### src/rtl/lstm_pkg.sv
// lstm_pkg: shared constants, data type and sequencer state encoding for the
// Q6.11 LSTM datapath and its sequencing controller.
//   WIDTH            - data word width (Q6.11, signed)
//   FRAC             - number of fractional bits
//   q6_11_t          - signed Q6.11 data word
//   lstm_seq_state_t - lstm_seq_ctrl FSM states
package lstm_pkg;

  localparam int WIDTH = 18;
  localparam int FRAC  = 11;

  typedef logic signed [WIDTH-1:0] q6_11_t;

  typedef enum logic [2:0] {
    IDLE,
    WAIT_X,
    COMPUTE,
    EMIT,
    DONE
  } lstm_seq_state_t;

endpackage

### src/rtl/lstm_seq_ctrl_if.sv
// lstm_seq_ctrl_if: sample-in and result-out streams of the LSTM sequencer.
//   x_valid/x_ready/x_data           - input sample stream (upstream buffer -> ctrl)
//   out_valid/out_ready/out_h/out_c  - result stream (ctrl -> readout stage)
//   out_last                         - marks the final timestep's result
// Modports:
//   master - controller side (accepts samples, drives results)
//   slave  - environment side (supplies samples, consumes results)
interface lstm_seq_ctrl_if #(
  parameter int WIDTH = 18
);

  logic             x_valid;
  logic             x_ready;
  logic [WIDTH-1:0] x_data;
  logic             out_valid;
  logic             out_ready;
  logic [WIDTH-1:0] out_h;
  logic [WIDTH-1:0] out_c;
  logic             out_last;

  modport master (
    input  x_valid, x_data, out_ready,
    output x_ready, out_valid, out_h, out_c, out_last
  );

  modport slave (
    output x_valid, x_data, out_ready,
    input  x_ready, out_valid, out_h, out_c, out_last
  );

endinterface

### src/rtl/lstm_seq_ctrl.sv
// lstm_seq_ctrl: runs a Q6.11 LSTM cell over seq_len timesteps. Each accepted
// sample is presented to the cell together with the held h/c state; after the
// cell latency the new h/c is captured as state and offered downstream.
//
// Ports:
//   clk, rst            - clock, asynchronous active-high reset
//   start, seq_len      - begin a run of seq_len steps (start sampled in IDLE)
//   init_sel            - 1: load h_init/c_init at start, 0: keep prior state
//   h_init, c_init      - initial hidden / cell state
//   busy, done          - not-IDLE flag, one-cycle end-of-sequence pulse
//   io (master)         - sample-in and result-out streams
//   cell_x/h_prev/c_prev- registered operands to the cell
//   cell_h, cell_c      - cell results
//   step_idx            - current 0-based step
//
// Build option: LSTM_SEQ_LAST_ONLY_EN - when defined, only the final step's
// result is emitted; intermediate steps go straight back to WAIT_X.
//
// state   | meaning
// --------+-----------------------------------------------
// IDLE    | waiting for start
// WAIT_X  | x_ready high, waiting for an input sample
// COMPUTE | cell operands held, counting down cell latency
// EMIT    | result offered on out stream
// DONE    | one-cycle done pulse
module lstm_seq_ctrl #(
  parameter int WIDTH    = 18,
  parameter int CNT_W    = 10,
  parameter int CELL_LAT = 1
) (
  input  logic             clk,
  input  logic             rst,
  input  logic             start,
  input  logic [CNT_W-1:0] seq_len,
  input  logic             init_sel,
  input  logic [WIDTH-1:0] h_init,
  input  logic [WIDTH-1:0] c_init,
  output logic             busy,
  output logic             done,
  lstm_seq_ctrl_if.master  io,
  output logic [WIDTH-1:0] cell_x,
  output logic [WIDTH-1:0] cell_h_prev,
  output logic [WIDTH-1:0] cell_c_prev,
  input  logic [WIDTH-1:0] cell_h,
  input  logic [WIDTH-1:0] cell_c,
  output logic [CNT_W-1:0] step_idx
);

  import lstm_pkg::*;

  localparam int LAT_W = $clog2(CELL_LAT + 1);

  lstm_seq_state_t  state, state_nxt;
  logic [CNT_W-1:0] len_q;
  logic [CNT_W-1:0] step_q;
  logic [LAT_W-1:0] lat_cnt;
  logic [WIDTH-1:0] h_q, c_q;
  logic [WIDTH-1:0] out_h_q, out_c_q;
  logic             is_last;
  logic             x_fire;
  logic             lat_done;
  logic             step_inc;

  // len_q is nonzero whenever is_last is consulted (zero-length runs go straight to DONE)
  assign is_last  = (step_q == len_q - 1'b1);
  assign x_fire   = (state == WAIT_X) && io.x_valid;
  assign lat_done = (state == COMPUTE) && (lat_cnt == '0);

`ifdef LSTM_SEQ_LAST_ONLY_EN
  assign step_inc = lat_done && !is_last;
`else
  assign step_inc = (state == EMIT) && io.out_ready && !is_last;
`endif

  always_ff @(posedge clk or posedge rst) begin
    if (rst) state <= IDLE;
    else     state <= state_nxt;
  end

  always_comb begin
    state_nxt    = state;
    busy         = (state != IDLE);
    done         = (state == DONE);
    io.x_ready   = (state == WAIT_X);
    io.out_valid = (state == EMIT);
    io.out_last  = (state == EMIT) && is_last;
    case (state)
      IDLE:    if (start) state_nxt = (seq_len == '0) ? DONE : WAIT_X;
      WAIT_X:  if (io.x_valid) state_nxt = COMPUTE;
      COMPUTE: begin
        if (lat_cnt == '0) begin
`ifdef LSTM_SEQ_LAST_ONLY_EN
          state_nxt = is_last ? EMIT : WAIT_X;
`else
          state_nxt = EMIT;
`endif
        end
      end
      EMIT:    if (io.out_ready) state_nxt = is_last ? DONE : WAIT_X;
      DONE:    state_nxt = IDLE;
      default: state_nxt = IDLE;
    endcase
  end

  always_ff @(posedge clk or posedge rst) begin
    if (rst) begin
      len_q       <= '0;
      step_q      <= '0;
      lat_cnt     <= '0;
      h_q         <= '0;
      c_q         <= '0;
      cell_x      <= '0;
      cell_h_prev <= '0;
      cell_c_prev <= '0;
      out_h_q     <= '0;
      out_c_q     <= '0;
    end else begin
      if ((state == IDLE) && start) begin
        len_q  <= seq_len;
        step_q <= '0;
        if (init_sel) begin
          h_q <= h_init;
          c_q <= c_init;
        end
      end
      if (x_fire) begin
        cell_x      <= io.x_data;
        cell_h_prev <= h_q;
        cell_c_prev <= c_q;
        lat_cnt     <= LAT_W'(CELL_LAT);
      end else if ((state == COMPUTE) && (lat_cnt != '0)) begin
        lat_cnt <= lat_cnt - 1'b1;
      end
      if (lat_done) begin
        h_q     <= cell_h;
        c_q     <= cell_c;
        out_h_q <= cell_h;
        out_c_q <= cell_c;
      end
      if (step_inc) step_q <= step_q + 1'b1;
    end
  end

  assign io.out_h = out_h_q;
  assign io.out_c = out_c_q;
  assign step_idx = step_q;

endmodule

### src/flat_wrapper.sv
// flat-port wrapper written by rule: the top's interface ports become plain ports
module lstm_seq_ctrl_flat import lstm_pkg::*;
#(
  parameter int WIDTH    = 18,
  parameter int CNT_W    = 10,
  parameter int CELL_LAT = 1
)
  (clk, rst, start, seq_len, init_sel, h_init, c_init, busy, done, cell_x, cell_h_prev, cell_c_prev, cell_h, cell_c, step_idx, io_x_valid, io_x_data, io_out_ready, io_x_ready, io_out_valid, io_out_h, io_out_c, io_out_last);
  lstm_seq_ctrl_if #(.WIDTH(WIDTH)) io_i ();
  input  logic clk;
  input  logic rst;
  input  logic start;
  input  logic [CNT_W-1:0] seq_len;
  input  logic init_sel;
  input  logic [WIDTH-1:0] h_init;
  input  logic [WIDTH-1:0] c_init;
  output logic busy;
  output logic done;
  output logic [WIDTH-1:0] cell_x;
  output logic [WIDTH-1:0] cell_h_prev;
  output logic [WIDTH-1:0] cell_c_prev;
  input  logic [WIDTH-1:0] cell_h;
  input  logic [WIDTH-1:0] cell_c;
  output logic [CNT_W-1:0] step_idx;
  input wire logic [$bits(io_i.x_valid)-1:0] io_x_valid;
  input wire logic [$bits(io_i.x_data)-1:0] io_x_data;
  input wire logic [$bits(io_i.out_ready)-1:0] io_out_ready;
  output wire logic [$bits(io_i.x_ready)-1:0] io_x_ready;
  output wire logic [$bits(io_i.out_valid)-1:0] io_out_valid;
  output wire logic [$bits(io_i.out_h)-1:0] io_out_h;
  output wire logic [$bits(io_i.out_c)-1:0] io_out_c;
  output wire logic [$bits(io_i.out_last)-1:0] io_out_last;
  assign io_i.x_valid = io_x_valid;
  assign io_i.x_data = io_x_data;
  assign io_i.out_ready = io_out_ready;
  assign io_x_ready = io_i.x_ready;
  assign io_out_valid = io_i.out_valid;
  assign io_out_h = io_i.out_h;
  assign io_out_c = io_i.out_c;
  assign io_out_last = io_i.out_last;
  lstm_seq_ctrl #(.WIDTH(WIDTH), .CNT_W(CNT_W), .CELL_LAT(CELL_LAT)) u_core (.clk(clk), .rst(rst), .start(start), .seq_len(seq_len), .init_sel(init_sel), .h_init(h_init), .c_init(c_init), .busy(busy), .done(done), .io(io_i), .cell_x(cell_x), .cell_h_prev(cell_h_prev), .cell_c_prev(cell_c_prev), .cell_h(cell_h), .cell_c(cell_c), .step_idx(step_idx));
endmodule
### config.mk
export PLATFORM = sky130hd
export DESIGN_NAME = lstm_seq_ctrl_flat
export DESIGN_NICKNAME = d
export VERILOG_FILES = /design/src/rtl/lstm_pkg.sv /design/src/rtl/lstm_seq_ctrl_if.sv /design/src/rtl/lstm_seq_ctrl.sv /design/src/flat_wrapper.sv
export SDC_FILE = /design/constraint.sdc
export NUM_CORES = 1
export LEC_CHECK = 0
export ABC_AREA = 1
export CORE_ASPECT_RATIO = 0.6
export CORE_MARGIN = 10
export CORE_UTILIZATION = 40
export CTS_CLUSTER_SIZE = 40
export DETAILED_ROUTE_END_ITERATION = 12
export PLACE_DENSITY = 0.82
export SLEW_MARGIN = 10
export SYNTH_ARGS = -nofsm -noshare
export SYNTH_HDL_FRONTEND = slang
export SYNTH_SLANG_ARGS = --single-unit
### constraint.sdc
create_clock -name clk -period 8 [get_ports clk]
set_input_delay 2.4 -clock clk [delete_from_list [all_inputs] [get_ports clk]]
set_output_delay 2.4 -clock clk [all_outputs]
set_load 0.02 [all_outputs]
* Word level (Yosys, flattened, before mapping)
Index checks and enable logic that the tools add are counted.
Storage, ports and cells: flip-flop bits (word level) 150, input bits 106, output and inout port bits 105, word-level logic and storage cells 58
Operators by class: add/sub/neg operators 3, equality and inequality tests 9, muxes and demuxes 17, bitwise gates (word level) 1, reduce and logical (&&, ||, !) cells 17
Operators by type and width (number):
- $mux 18 | 6
- $mux 10 | 2
- $mux 3 | 6
- $pmux 3 s4 | 1
- $add 10x1->10 const B | 1
- $eq 10x10->1 | 1
- $logic_not 10->1 | 1
- $sub 10x1->10 const B | 1
- $ne 2x2->1 const B | 4
- $reduce_bool 2->1 | 4
- $logic_and 1x1->1 | 7
- $eq 3x2->1 const B | 2
- $reduce_and 4->1 | 1
- $eq 3x1->1 const B | 1
- $eq 3x3->1 const B | 1
- $logic_not 3->1 | 1
- $reduce_bool 3->1 | 1
- $mux 1 | 2
- $reduce_and 2->1 | 1
- $logic_not 1->1 | 1
- $not 1->1 | 1
- $sub 1x1->1 const B | 1

* Depth between registers and ports, before layout
Gate-level depths: netlist of the first run.
word-level depth 5, mapped depth 14, mapped depth without buffers 14

* Least setup slack after synthesis of the first run
Ideal clock, no wire load.
kind reg-to-output, start reg u_core.len_q[0], end out io_out_last, data arrival time 1.518 ns, required time 5.600 ns, slack 4.082 ns, stages on the path, launching flop included 9, path buffers 0, path through dfrtp_1 -> inv_2 -> ha_1 -> xnor2_1 -> a21oi_1 -> nand3_2 -> nor2_2 -> nand4_1 -> inv_1
Between the ends: cells in the longest elaborated chain, start to end 3
Ends and longest elaborated chain:
- from (decl) | line lstm_seq_ctrl.sv:54 | logic [CNT_W-1:0] len_q;
- from (signal assigned) | line lstm_seq_ctrl.sv:119 | len_q <= seq_len;
- $sub 10x1->10 | line lstm_seq_ctrl.sv:65 | assign is_last = (step_q == len_q - 1'b1);
- $eq 10x10->1 | line lstm_seq_ctrl.sv:65
- $logic_and 1x1->1 | line lstm_seq_ctrl.sv:86 | io.out_last = (state == EMIT) && is_last;
- to (decl) | line flat_wrapper.sv:32 | output wire logic [$bits(io_i.out_last)-1:0] io_out_last;
No other way between the ends.

* Worst setup path after layout of the first run
Ends and elaborated chain as after synthesis.

==> summary.md, run 1 <==
| Metric | Value |
|---|---|
| CP Class | flop to output port |
| WL/cell | 18.42 um |
| Multiplexer share of the synthesized area | 0.09175 |
| H-tree Lvls | 4 |
| Netlist cell types | 32 |
| Worst slack, placed | 3.127 ns |
| Clock buffer depth | 2 |
| Die span in y | 119.7 um |
| Critical path peak fanout | 5 |
| Yosys reg bits | 150 |
| PwrDens | 423.9 nW/um^2 |
| Biggest area consumer among synthesized cells | dfrtp_1 |
| Outcome | complete, no violations |
| # resized after CTS | 0 |
| GRT Total Usage | 0.1846 |
| Die width | 186.2 um |
| Critical Path RT | 5.60 ns |
| Largest family of logic cells by synthesized area | simple AND/OR/NAND/NOR gates |
| Leak Pwr | 4.093 nW |
| Vias in the first global route | 5767 |
| VDD IR-drop max | 0.2497 mV |
| Num CTS Buffers | 17 |
| Fin. Hold Viols | 0 |
| Synth Net Count | 785 |
| Setup skew after layout | 0.008849 ns |
| Initial Utilization | 0.4087 |
| Hold buffer count at cts | 0 |
| Post-route DRC | 0 |
| IO Pins | 211 |
| Net count, final | 985 |
| Min Hold Slack | 0.4881 ns |
| Area grow syn2layout | 42.97% |
| Crit end category | output port |
| Fillers | 1372 |
| Crit path time final | 5.170 ns |
| Total vias in the final route | 5591 |
| Largest net degree at the start of global routing | 102 |
| Seq/Total Area, Yosys | 0.5664 |
| CTS tree | yes |
| CP Launch Type | flop |
| Core Rows | 36 |
| Max Clk Rate | 193.4 MHz |
| Die ar. | 22290 um^2 |
| Core Box Area | 16220 um^2 |
| Hpwl dp | 14570 um |
| GPL Wtd Cong | 0.9935 |
| Gate Count Post-Synth | 677 |
| Max-cap check violation count | 0 |
| 1st-iter DRT viols | 508 |
| Synth Area in Simple Gates | 0.1705 |
| Synth Area in XOR/XNOR | 0.009251 |
| Area taken by multi-input logic gates | 2541 um^2 |
| Data arrival time of the worst path | 2.77 ns |
| DRT Wirelength | 20240 um |
| Clock slew seen by the registers of the worst setup and hold paths | 0.06 ns |
| Diodes inserted | 0 |
| Cells after DPL | 1067 |
| First-pass GRT wire length | 32490 um |
| Pins Over Slew Limit | 0 |
| Synth Area in Compound Gates | 0.1059 |
| Initial antenna violation count | 0 |
| Largest cells by area after synthesis | dfrtp_1 57%, mux2_2 8.3%, nand2_1 7.8%, o21ai_0 6.6%, a31oi_1 3.4% |
| Hold WC Path Type | flop to flop |
| Yosys warns | 0 |
| Mapped Area | 6628 um^2 |
| Least-Margin Pin Slew | 1.277 ns |
| Layout Cells excl Fill | 1099 |
| Final Cycle Share | 0.6462 |
| Post-CTS setup buffer count | 0 |
| Avg Cell Area, Syn | 9.790 um^2 |
| IO Port Bufs | 210 |
| Via density | 5.087 |
| Slew HR | 0.1459 |
| Total negative slack | 0 ns |
| Yosys top cell area share | 0.5664 |
| Total grt overflow | 0 |
| FF+latch area | 3755 um^2 |
| Final setup margin | 2.830 ns |
| Unrepaired setup endpoints after global routing | no |
| Final setup viols | 0 |
| Sinks on Clock Net | 150 |
| Share of cells above drive strength 1 | 0.1382 |
| Post-route ant nets | 0 |
| Worst-Skew Late Latency | 0.41 ns |
| Pre-Repair DR Iteration Count | 5 |
| Synth Area in Adders | 0.003776 |
| Root Driver | clkbuf_16 |
==> cell usage after synthesis, drive strengths merged <==
master	number
inv	44
a21o	1
nor3	3
nand4	6
nand3	32
buf	18
xnor2	4
nand2	143
a31oi	36
dfrtp	150
a21oi	3
nor4	1
nor2	68
o22ai	1
xor2	3
ha	2
clkbuf	18
o21ai	88
nand3b	2
mux2	54
==> metal layers <==
metal | vias to the layer above | routed length (um) | GRT usage
met4 | 0 | 46 | 0.03360
met3 | 4 | 2515 | 0.09943
met2 | 233 | 8490 | 0.2583
li1 | 2658 | - | -
met1 | 2696 | 9191 | 0.2479
met5 | - | 0 | 0
==> cell type report <==
| cell class | instances | share of cell area |
|---|---|---|
| sequential | 150 | 0.3963 |
| multi-input combinational | 447 | 0.2682 |
| timing repair buffer | 217 | 0.2274 |
| clock buffer | 17 | 0.04490 |
| tap | 209 | 0.02760 |
| inverter | 44 | 0.01796 |
| clock inverter | 15 | 0.01769 |
==> worst max-delay path, cell delays in order (launching register included) <==
cell and delay, ns:
dfrtp_1 0.45, inv_2 0.12, ha_1 0.25, nand2_1 0.14, nor2_1 0.10, o21ai_0 0.08
nand2_1 0.09, nand3_2 0.08, nor2_2 0.17, nand4_1 0.18, inv_1 0.09, clkdlybuf4s50_1 0.61
==> flip-flops by register name (all words and copies together), names as in the netlist <==
signal              flops
u_core.h_q             18
u_core.len_q           10
u_core.cell_h_prev     18
u_core.lat_cnt          1
u_core.step_idx        10
u_core.io.out_h        18
u_core.cell_c_prev     18
u_core.io.out_c        18
u_core.state            3
u_core.cell_x          18
u_core.c_q             18
==> power breakdown <==
part	switching, W	internal [W]
Combinational	0.00106	0.000814
Clock	0.000341	0.000468
Sequential	0.000215	0.00112
Total	0.00161	0.00240
==> logic make-up (layout without fill, tap and decap cells) <==
family	Yosys count	in the layout
adder cells (fa/ha/maj)	2	2
AO/OA/AOI/OAI	129	129
AND/OR/NAND/NOR	255	255
XOR/XNOR	7	7
flip-flops	150	150
multiplexers	54	54
buffers and inverters	80	293
==> layout by cell type, fill, tap and decap left out, drive strengths merged, types with 4 or more instances in the layout <==
master	count
nor2	68
clkinv	4
mux2	54
clkbuf	17
inv	50
nand3	32
nand2	143
dfrtp	150
buf	7
clkdlybuf4s50	210
nand4	6
a31oi	36
o21ai	88
xnor2	4
==> path summary, 6_finish.rpt <==
path	slack (ns)	start	depth (start not counted)	end
worst max register to register	5.44	u_core.state[0]$_DFFE_PP0P_	7	u_core.h_q[8]$_DFFE_PP0P_
max in group asynchronous	4.17	rst	3	u_core.io.out_c[14]$_DFFE_PP0P_
worst max-delay path	2.83	u_core.len_q[0]$_DFFE_PP0P_	11	io_out_last
worst min-delay path	0.49	u_core.cell_h_prev[16]$_DFFE_PP0P_	1	u_core.cell_h_prev[16]$_DFFE_PP0P_
worst min register to register	0.49	u_core.cell_h_prev[16]$_DFFE_PP0P_	1	u_core.cell_h_prev[16]$_DFFE_PP0P_
min in group asynchronous	2.55	rst	2	u_core.step_idx[1]$_DFFE_PP0P_
==> stage by stage <==
| step | utilization | instance area, um^2 | power, W |
|---|---|---|---|
| 2_1_floorplan | - | 6628 | 0.002400 |
| 3_3_place_gp | 0.5478 | 8882 | 0.003174 |
| 3_5_place_dp | 0.5478 | 8882 | 0.003233 |
| 4_1_cts | 0.5843 | 9475 | 0.004065 |
| 5_1_grt | 0.5843 | 9475 | 0.004295 |
| 6_report | 0.5843 | 9475 | 0.004016 |
No activity file was read; power rests on OpenSTA's default activity.
==> run 2: changes to the inputs <==
PLACE_DENSITY = 0.84   (was 0.82)
clock period = 4.33 ns   (was 8 ns; I/O delays follow)
==> run 2 against run 1 <==
Clock-buffer cell count grew 3. Via count grew 0.66%. Wire length shrank 2.4%. Final cell count grew 0.18%. Worst setup slack lost 2.5 ns. Critical endpoint unchanged. Largest power group unchanged.
==> summary.md, run 2 (same netlist as run 1, synthesis figures left out) <==
| Metric | Value |
|---|---|
| Root Driver | clkbuf_16 |
| Sinks on Clock Net | 150 (unchanged) |
| Die ar. | 22290 um^2 (unchanged) |
| Slew HR | 0.4757 (+0.3298) |
| Hold path start | u_core.h_q[1]$_DFFE_PP0P_ |
| CP Launch Type | flop |
| Layout Cells excl Fill | 1101 (+0.18%) |
| # resized after CTS | 0 (unchanged) |
| R2r setup slk | 2.08 ns (-3.36 ns) |
| VDD IR-drop max | 0.4592 mV (+84%) |
| CTS tree | yes |
| Final setup viols | 0 (unchanged) |
| Total negative slack | 0 ns (unchanged) |
| Post-CTS setup buffer count | 0 (unchanged) |
| GPL Wtd Cong | 0.9604 (-3.3%) |
| Final core occ | 0.5856 (+0.001235) |
| Area grow syn2layout | 43.27% |
| Die span in y | 119.7 um (unchanged) |
| Pre-Repair DR Iteration Count | 5 (unchanged) |
| Fin. Hold Viols | 0 (unchanged) |
| Fillers | 1354 (-1.3%) |
| CP Launch Point | u_core.len_q[0]$_DFFE_PP0P_ |
| Post-route DRC | 0 (unchanged) |
| H-tree Lvls | 4 (unchanged) |
| Worst-Skew Late Latency | 0.40 ns (about the same) |
| Via density | 5.112 (+0.48%) |
| Data arrival time of the worst path | 2.71 ns (-0.06 ns) |
| Post-route ant nets | 0 (unchanged) |
| Clock buffer depth | 2 (unchanged) |
| PwrDens | 773.1 nW/um^2 (+82%) |
| R2R Path Start | u_core.len_q[0]$_DFFE_PP0P_ |
| Commonest non-fill, non-tap cells in the layout | 210 x clkdlybuf4s50_1, 149 x dfrtp_1, 136 x nand2_1, 88 x o21ai_0, 60 x nor2_1 |
| Initial Utilization | 0.4087 (unchanged) |
| DRT Wirelength | 19760 um (-2.4%) |
| Crit end category | output port |
| Total vias in the final route | 5628 (+0.66%) |
| Num CTS Buffers | 17 (unchanged) |
| IO Pins | 211 (unchanged) |
| Least-Margin Pin Slew | 0.7864 ns (-0.4901 ns) |
| Initial antenna violation count | 0 (unchanged) |
| Setup skew after layout | 0.01338 ns (+0.004529 ns) |
| CP Class | flop to output port |
| Critical Path RT | 3.03 ns (-2.57 ns) |
| Die width | 186.2 um (unchanged) |
| Hold WC Path Type | flop to flop |
| First-pass GRT wire length | 31660 um (-2.5%) |
| 1st-iter DRT viols | 405 (-20%) |
| Diodes inserted | 0 (unchanged) |
| Share of cells above drive strength 1 | 0.1401 (+0.001932) |
| Largest net degree at the start of global routing | 151 (+48%) |
| Net count, final | 987 (+0.20%) |
| Leak Pwr | 4.103 nW (+0.25%) |
| Clock slew seen by the registers of the worst setup and hold paths | 0.06 ns (about the same) |
| Crit path time final | 4.005 ns |
| Final Cycle Share | 0.9250 |
| Total grt overflow | 0 (unchanged) |
| Unrepaired setup endpoints after global routing | no |
| Hpwl dp | 14500 um (-0.47%) |
| Max-cap check violation count | 0 (unchanged) |
| Vias in the first global route | 5723 (-0.76%) |
| Core Rows | 36 (unchanged) |
| Max Clk Rate | 249.7 MHz |
| Area taken by multi-input logic gates | 2541 um^2 (unchanged) |
| Pins Over Slew Limit | 0 (unchanged) |
| Cells after DPL | 1069 (+0.19%) |
| IO Port Bufs | 210 (unchanged) |
| Hold buffer count at cts | 0 (unchanged) |
| Core Box Area | 16220 um^2 (unchanged) |
| Critical path peak fanout | 5 (unchanged) |
| GRT Total Usage | 0.1776 (-0.006988) |
| Commonest non-fill, non-tap cell in the layout | clkdlybuf4s50_1 |
| Outcome | complete, no violations |
| FF+latch area | 3755 um^2 (unchanged) |
| WL/cell | 17.95 um (-2.5%) |
-- run 2: changes by cell type in the layout (fill, tap and decap cells not counted), sizes merged --
cell,before,now
buf,7,9
inv,50,49
clkbuf,17,20
bufinv,2,0
-- run 2: layer usage --
layer / GRT usage / routed length [um] / part of all wire
met1: 0.2324 / 8650 / 0.44
met2: 0.2535 / 8397 / 0.42
met3: 0.09641 / 2590 / 0.13
met4: 0.03611 / 125 / 0.0063
met5: 0 / 0 / 0
-- run 2: worst max-delay path, cell delays in order, from the launching register on --
cell	delay, ns
dfrtp_1	0.43
inv_2	0.11
ha_1	0.23
nand2_1	0.14
nand3_1	0.09
nand2_1	0.06
a21oi_1	0.14
nand2_1	0.10
nor2_2	0.13
nand4_1	0.17
inv_1	0.09
clkdlybuf4s50_1	0.62
-- run 2: worst paths after layout --
kind | end | cells past startpoint
worst min-delay path | u_core.cell_h_prev[1]$_DFFE_PP0P_ | 1
min in group asynchronous | u_core.cell_x[12]$_DFFE_PP0P_ | 3
worst min register to register | u_core.cell_h_prev[1]$_DFFE_PP0P_ | 1
worst max register to register | u_core.step_idx[0]$_DFFE_PP0P_ | 12
worst max-delay path | io_out_last | 11
max in group asynchronous | u_core.cell_c_prev[9]$_DFFE_PP0P_ | 3
-- run 2: final cells by class --
cell class / instances / share of cell area
Sequential cell: 150 / 0.3954
Multi-Input combinational cell: 447 / 0.2676
Timing Repair Buffer: 219 / 0.2311
Clock buffer: 20 / 0.04915
Tap cell: 209 / 0.02754
Inverter: 44 / 0.01779
Clock inverter: 12 / 0.01133
-- run 2: report_power, final --
group	switching (W)	internal (W)	total [W]
registers	0.000434	0.00207	0.00251
clock network	0.000619	0.000799	0.00142
logic	0.00190	0.00152	0.00342
total	0.00295	0.00439	0.00734
-- run 2: stage by stage --
step	instance area, um^2	setup WS [ns]	total power [W]	hold WS, ns
2_1_floorplan	6631	1.142	0.004434	0.4588
3_3_place_gp	8921	0.8304	0.005880	0.4691
3_5_place_dp	8921	0.7539	0.005975	0.4813
4_1_cts	9495	0.3100	0.007427	0.4943
5_1_grt	9495	0.1631	0.007851	0.5061
6_report	9495	0.3250	0.007340	0.4881
